--- config.mk ---
export PLATFORM = sky130hd
export DESIGN_NAME = regfile_wb_arbiter
export DESIGN_NICKNAME = d
export VERILOG_FILES = /design/src/rtl/regfile_pkg.sv /design/src/rtl/regfile_wb_arbiter_rr_arbiter.sv /design/src/rtl/regfile_wb_arbiter.sv
export SDC_FILE = /design/constraint.sdc
export NUM_CORES = 1
export LEC_CHECK = 0
export ABC_CLOCK_PERIOD_IN_PS = 5350
export BUFFER_PORTS_ARGS = -buffer_cell sky130_fd_sc_hd__buf_2
export CAP_MARGIN = 20
export CELL_PAD_IN_SITES_DETAIL_PLACEMENT = 1
export CELL_PAD_IN_SITES_GLOBAL_PLACEMENT = 2
export CORE_MARGIN = 4
export CORE_UTILIZATION = 25
export CTS_CLUSTER_SIZE = 10
export DETAILED_ROUTE_END_ITERATION = 8
export PLACE_DENSITY = 0.79
export SYNTH_ARGS = -nofsm -noshare
export SYNTH_HDL_FRONTEND = slang
export SYNTH_SLANG_ARGS = --single-unit
--- constraint.sdc ---
create_clock -name clock -period 5.35 [get_ports clock]
set_input_delay 1.07 -clock clock [delete_from_list [all_inputs] [get_ports clock]]
set_output_delay 1.07 -clock clock [all_outputs]
set_load 0.1 [all_outputs]
--- src/rtl/regfile_pkg.sv ---
// Shared register-file constants and types for the writeback arbiter and its sibling blocks.
package regfile_pkg;

   localparam int DATA_W       = 16;
   localparam int ADDR_W       = 4;
   localparam int NUM_REGS     = 1 << ADDR_W;
   localparam int NUM_RD_PORTS = 3;

   typedef logic [ADDR_W-1:0] regIdx_t;
   typedef logic [DATA_W-1:0] regData_t;

   localparam regIdx_t  REG_SP       = 4'd13;
   localparam regIdx_t  REG_LR       = 4'd14;
   localparam regIdx_t  REG_PC       = 4'd15;
   localparam regData_t SP_RESET_VAL = 16'h0080;

   // One-hot mask for a register index, handy for scoreboard-style bit vectors.
   function automatic logic [NUM_REGS-1:0] regMask(input regIdx_t idx);
      logic [NUM_REGS-1:0] m;
      m      = '0;
      m[idx] = 1'b1;
      return m;
   endfunction

endpackage

--- src/rtl/regfile_wb_arbiter_rr_arbiter.sv ---
// Round-robin request arbiter: one-hot grant plus the pointer to use after that grant.
// Building with WB_ARB_FIXED_PRIO_EN switches to lowest-index-wins with a frozen pointer.
module rr_arbiter
   import regfile_pkg::*;
#(
   parameter int NUM_REQ = 3,
   parameter int PTR_W   = 2
) (
   input  logic [NUM_REQ-1:0] reqVec,
   input  logic [PTR_W-1:0]   ptr,
   output logic [NUM_REQ-1:0] grant,
   output logic [PTR_W-1:0]   grantIdx,
   output logic               anyGrant,
   output logic [PTR_W-1:0]   nextPtr
);

`ifdef WB_ARB_FIXED_PRIO_EN
   always_comb begin
      grant    = '0;
      grantIdx = '0;
      anyGrant = 1'b0;
      nextPtr  = ptr;
      // Scan downward so the lowest valid index is the last one written.
      for (int i = NUM_REQ - 1; i >= 0; i--) begin
         if (reqVec[i]) begin
            grant    = '0;
            grant[i] = 1'b1;
            grantIdx = PTR_W'(i);
            anyGrant = 1'b1;
         end
      end
   end
`else
   always_comb begin
      int idx;
      grant    = '0;
      grantIdx = '0;
      anyGrant = 1'b0;
      nextPtr  = ptr;
      idx      = 0;
      for (int k = 0; k < NUM_REQ; k++) begin
         idx = int'(ptr) + k;
         if (idx >= NUM_REQ) begin
            idx = idx - NUM_REQ;
         end
         if (!anyGrant && reqVec[idx]) begin
            grant[idx] = 1'b1;
            grantIdx   = PTR_W'(idx);
            anyGrant   = 1'b1;
            nextPtr    = (idx == NUM_REQ - 1) ? '0 : PTR_W'(idx + 1);
         end
      end
   end
`endif

endmodule

--- src/rtl/regfile_wb_arbiter.sv ---
// Writeback arbiter for the single register-file write port, with a pending-write scoreboard.
// Optional build macro: WB_ARB_FIXED_PRIO_EN (fixed lowest-index priority instead of round-robin).
module regfile_wb_arbiter #(
   parameter int NUM_REQ  = 3,
   parameter int DATA_W   = regfile_pkg::DATA_W,
   parameter int ADDR_W   = regfile_pkg::ADDR_W,
   parameter int NUM_REGS = regfile_pkg::NUM_REGS
) (
   input  logic                                    clock,
   input  logic                                    rst,
   input  logic [NUM_REQ-1:0]                      req_valid,
   output logic [NUM_REQ-1:0]                      req_ready,
   input  logic [NUM_REQ*ADDR_W-1:0]               req_addr,
   input  logic [NUM_REQ*DATA_W-1:0]               req_data,
   output logic                                    rf_we,
   output logic [ADDR_W-1:0]                       rf_wr_reg,
   output logic [DATA_W-1:0]                       rf_in_data,
   input  logic                                    sb_set,
   input  logic [ADDR_W-1:0]                       sb_set_addr,
   input  logic [regfile_pkg::NUM_RD_PORTS-1:0]    rd_en,
   input  logic [regfile_pkg::NUM_RD_PORTS*ADDR_W-1:0] rd_addr,
   output logic                                    hazard,
   output logic [NUM_REGS-1:0]                     busy,
   output logic                                    sb_err
);
   import regfile_pkg::*;

   localparam int PTR_W = (NUM_REQ > 1) ? $clog2(NUM_REQ) : 1;

   logic [ADDR_W-1:0]  reqAddr [NUM_REQ];
   logic [DATA_W-1:0]  reqData [NUM_REQ];
   logic [NUM_REQ-1:0] arbGrant;
   logic [PTR_W-1:0]   grantIdx;
   logic [PTR_W-1:0]   rrPtr;
   logic [PTR_W-1:0]   nextPtr;
   logic               arbAny;
   logic               grantValid;
   logic [ADDR_W-1:0]  winAddr;
   logic [DATA_W-1:0]  winData;
   logic [NUM_REGS-1:0] setHit;
   logic [NUM_REGS-1:0] clrHit;
   logic [NUM_REGS-1:0] busyNext;
   logic               setErr;
   logic               wrErr;

   genvar gi;
   generate
      for (gi = 0; gi < NUM_REQ; gi++) begin : gUnpack
         assign reqAddr[gi] = req_addr[gi*ADDR_W +: ADDR_W];
         assign reqData[gi] = req_data[gi*DATA_W +: DATA_W];
      end
   endgenerate

   rr_arbiter #(
      .NUM_REQ (NUM_REQ),
      .PTR_W   (PTR_W)
   ) uArb (
      .reqVec   (req_valid),
      .ptr      (rrPtr),
      .grant    (arbGrant),
      .grantIdx (grantIdx),
      .anyGrant (arbAny),
      .nextPtr  (nextPtr)
   );

   // Nothing is granted while reset is held, so no handshake can complete into a reset flop.
   assign req_ready  = arbGrant & {NUM_REQ{~rst}};
   assign grantValid = arbAny & ~rst;
   assign winAddr    = reqAddr[grantIdx];
   assign winData    = reqData[grantIdx];

`ifdef WB_ARB_FIXED_PRIO_EN
   assign rrPtr = '0;
`else
   always_ff @(posedge clock or posedge rst) begin
      if (rst) begin
         rrPtr <= '0;
      end else if (grantValid) begin
         rrPtr <= nextPtr;
      end
   end
`endif

   // Write port: index/data hold their last value when no grant happens.
   always_ff @(posedge clock or posedge rst) begin
      if (rst) begin
         rf_we      <= 1'b0;
         rf_wr_reg  <= '0;
         rf_in_data <= '0;
      end else begin
         rf_we <= grantValid;
         if (grantValid) begin
            rf_wr_reg  <= winAddr;
            rf_in_data <= winData;
         end
      end
   end

   // Per-register next state: a same-cycle reservation overrides the commit clear.
   generate
      for (gi = 0; gi < NUM_REGS; gi++) begin : gBusy
         assign setHit[gi]   = sb_set && (sb_set_addr == ADDR_W'(gi));
         assign clrHit[gi]   = grantValid && (winAddr == ADDR_W'(gi));
         assign busyNext[gi] = setHit[gi] | (busy[gi] & ~clrHit[gi]);
      end
   endgenerate

   assign setErr = sb_set && busy[sb_set_addr] && !(grantValid && (winAddr == sb_set_addr));
   assign wrErr  = grantValid && !busy[winAddr] && !(sb_set && (sb_set_addr == winAddr));

   always_ff @(posedge clock or posedge rst) begin
      if (rst) begin
         busy   <= '0;
         sb_err <= 1'b0;
      end else begin
         busy   <= busyNext;
         sb_err <= sb_err | setErr | wrErr;
      end
   end

   always_comb begin
      hazard = 1'b0;
      for (int k = 0; k < NUM_RD_PORTS; k++) begin
         if (rd_en[k] && busy[rd_addr[k*ADDR_W +: ADDR_W]]) begin
            hazard = 1'b1;
         end
      end
      if (rst) begin
         hazard = 1'b0;
      end
   end

   grantOneHot: assert property (@(posedge clock) disable iff (rst) $onehot0(req_ready));
   grantNeedsValid: assert property (@(posedge clock) disable iff (rst) (req_ready & ~req_valid) == '0);

endmodule

==> PnR_summary.wiki <==
{| class="wikitable"
! Metric !! Value
|-
| Worst Max-Slew Pin Slew || 0.892 ns
|-
| Nature of the critical path endpoint || output port
|-
| Launch instance of the worst register-to-register path || rrPtr[1]$_DFFE_PP0P_
|-
| Clock-pin slew on the worst setup and hold paths || 0.06 ns
|-
| Fill count || 1,373
|-
| # nets final || 532
|-
| Max Transition Viols Final || 0
|-
| Most common cell type on the critical path || inv_1
|-
| Fraction of synthesized area in multiplexers || 25.1%
|-
| Area occupied by multi-input gates || 1940 um2
|-
| CTS tree || yes
|-
| Max_slew headroom || 40.6%
|-
| Standard cell core area || 11,700 um2
|-
| Area of the mapped netlist || 3030 um2
|-
| Clock insertion delay at the later pin of the skew report || 0.28 ns
|-
| Total iterations of the first detailed-routing run || 4
|-
| Run status || finished clean
|-
| Via count of the first global-routing pass || 3,413
|-
| FF/Latch Area || 1000 um2
|-
| First-pass GRT wire length || 18,200 um
|-
| Worst hold-check path type || register to register
|-
| Commonest non-fill, non-tap cells in the layout || buf_2, o21ai_0, nand2_1
|-
| Setup TNS || 0 ns
|-
| Clock Skews || 0.00818 ns
|-
| Post-Synthesis Net Count || 412
|-
| Maximum frequency from static timing analysis || 242 MHz
|-
| Top-Level Pins || 127
|-
| Start point of the critical path || rrPtr[1]$_DFFE_PP0P_
|-
| Main combinational cell family by area after synthesis || multiplexers
|-
| Synth cell types || 45
|-
| DRC violations left || 0
|-
| Met3 GRT Util || 2.58%
|-
| H-tree levels || 2
|-
| Delay contributed by the slowest stage of the critical path || 0.48 ns
|-
| Height of the chip || 118 um
|-
| Final count of negative-setup-slack endpoints || 0
|-
| Initial cell density of the core || 26.0%
|-
| Synth Area in Adders || 1.65%
|-
| Fraction of synthesized cell area in xor and xnor cells || 1.16%
|-
| Buffers inserted during post-CTS setup optimization || 0
|-
| Horizontal die dimension || 118 um
|-
| Max-cap violations || 0
|-
| Number of standard-cell rows in the floorplan || 39
|-
| Gpl congestion || 0.812
|-
| Cell chosen for the clock root || clkbuf_16
|-
| Detailed-route wire length per cell || 19.1 um
|-
| Met1 Track Usage GR || 19.7%
|-
| Number of vias in the routed layout || 3,070
|-
| Total GRT Usage || 15.9%
|-
| Number of input and output port buffers inserted || 126
|-
| Critical Path Start Type || register
|-
| Detail-routed via count per cell || 5.21
|-
| CP required || 4.28 ns
|-
| Antenna Nets Post-Route || 0
|-
| CP arrival || 3.07 ns
|-
| Post-synthesis simple-gate area fraction || 15.1%
|-
| Layout-stage area growth over the synthesis result || 30.7%
|-
| Hold buffer count at CTS || 0
|-
| Overflow after GRT || 0
|-
| Synth Area in Compound Gates || 20.0%
|-
| Layout cells sized above 1 || 39.0%
|-
| Busiest grt layer || met2
|-
| First DRT Iteration DRCs || 196
|-
| Clk buf depth || 2
|-
| M2 GR Usage || 28.5%
|-
| Estimated wirelength of the detail-placed design || 8530 um
|-
| Part of the Yosys area used for sequential elements || 33.0%
|-
| Initial antenna violation count || 2
|-
| Post-CTS sizing || 0
|-
| Final Hold Fails || 0
|-
| Final WL || 11,300 um
|-
| Launch point of the worst hold path || rf_in_data[8]$_DFFE_PP0P_
|-
| Slowest stage cell on the critical path || buf_2
|-
| Count of warnings emitted by yosys || 0
|-
| Final clock period utilization by the worst path || 77.4%
|-
| Number of CTS-inserted buffers || 5
|-
| Number of synthesized register bits || 40
|-
| Count of clock tree sinks || 40
|-
| Pin count of the biggest net entering global routing || 47
|-
| Largest fanout on the critical path || 8
|-
| Syn avg cell area || 9.39 um2
|-
| Worst-path cell chain || inv_1, ha_1, mux2_4, a21boi_4, inv_1, or3_1, a311oi_2, buf_2
|-
| Type of the worst setup path || register to output port
|-
| Die Footprint || 14,000 um2
|-
| RSZ-0062 raised after global routing || no
|-
| Most common cell after layout, fill and taps aside || buf_2
|-
| Post-Syn Instances || 323
|-
| Min Clock Period, post-route || 4.14 ns
|}
-- synth_stat cells (all sizes together) --
library cell  instances  area share [%]
and3                  1            0.21
nand3                 6            0.99
nor2                 27             3.3
dfrtp                40              33
and4                  1            0.29
a311oi                1            0.29
nor3b                 2            0.49
clkbuf                9             1.1
a22oi                 2            0.49
nor3                  1            0.16
o21ai                45             7.4
ha                    4             1.7
mux2i                24             7.9
a221o                 1            0.33
nor2b                 1            0.21
nand2b                7             1.4
inv                  11             1.4
and2                  2            0.41
nand2                42             5.2
o22ai                 2            0.41
o2bb2ai               7             2.4
a21boi                1            0.62
mux2                  6             2.4
xor2                  4             1.2
a41o                  1            0.33
a21oi                23             3.9
a221oi                1            0.49
nand3b                5             1.2
a21o                  2            0.49
nand4b                1            0.29
a22o                  2            0.58
or3                   2            0.41
mux4                 20              15
o31ai                 4            0.99
buf                   8             1.5
a31oi                 3            0.62
o311ai                2            0.58
or2                   2            0.41
-- through the flow --
stage	instance area [um2]	util, %	instances	hold slack (ns)	setup slack (ns)
detailed placement	3820	32.7	579	0.464	1.23
CTS	3960	33.9	587	0.479	1.18
global route	3960	34.0	589	0.502	1.02
finish	3960	34.0	589	0.473	1.21
global placement	3820	32.7	579	0.460	1.27
floorplan	3040	-	323	0.500	0.565
-- critical path: cells and delay by family, from the launching register on --
| kind | cells | cell delay, ns |
|---|---|---|
| DFF | 1 | 0.41 |
| buffers and inverters | 3 | 0.68 |
| muxes | 1 | 0.36 |
| adders and majority gates | 1 | 0.36 |
| and+or+nand+nor | 1 | 0.42 |
| AOI/OAI and AO/OA | 2 | 0.55 |
-- logic make-up (layout without fill, tap and decap cells) --
| family | count (synthesis) | after routing |
|---|---|---|
| flip-flops | 40 | 40 |
| AO/OA/AOI/OAI | 97 | 97 |
| XOR/XNOR | 4 | 4 |
| multiplexers | 50 | 50 |
| adder cells (fa/ha/maj) | 4 | 4 |
| AND/OR/NAND/NOR | 100 | 100 |
| buffers and inverters | 28 | 149 |
| other | 0 | 2 |
-- layer usage --
metal | up-vias | share of wire, %
li1 | 1433 | -
met1 | 1546 | 43
met2 | 72 | 51
met3 | 17 | 3.8
met4 | 2 | 1.9
met5 | - | 0.11
-- worst paths after layout --
| kind | to | cells past startpoint | slack [ns] |
|---|---|---|---|
| setup / recovery | req_ready[0] | 8 | 1.21 |
| hold / removal | rf_in_data[8]$_DFFE_PP0P_ | 2 | 0.47 |
| setup reg to reg | sb_err$_DFF_PP0_ | 11 | 1.50 |
| hold reg to reg | rf_in_data[8]$_DFFE_PP0P_ | 2 | 0.47 |
| max in group asynchronous | rf_in_data[13]$_DFFE_PP0P_ | 3 | 3.97 |
| min in group asynchronous | busy[1]$_DFF_PP0_ | 3 | 0.98 |
-- layout make-up --
cell class                      instances  area share (%)
Clock buffer                            7            3.35
Sequential cell                        40            25.3
Antenna cell                            2           0.126
Inverter                               11            1.04
Tap cell                              143            4.51
Clock inverter                          1           0.221
Timing Repair Buffer                  130            16.7
Multi-Input combinational cell        255            48.8
Power is not shown: default switching activity piles up to over one toggle a cycle in this logic, so the estimate is an artifact.
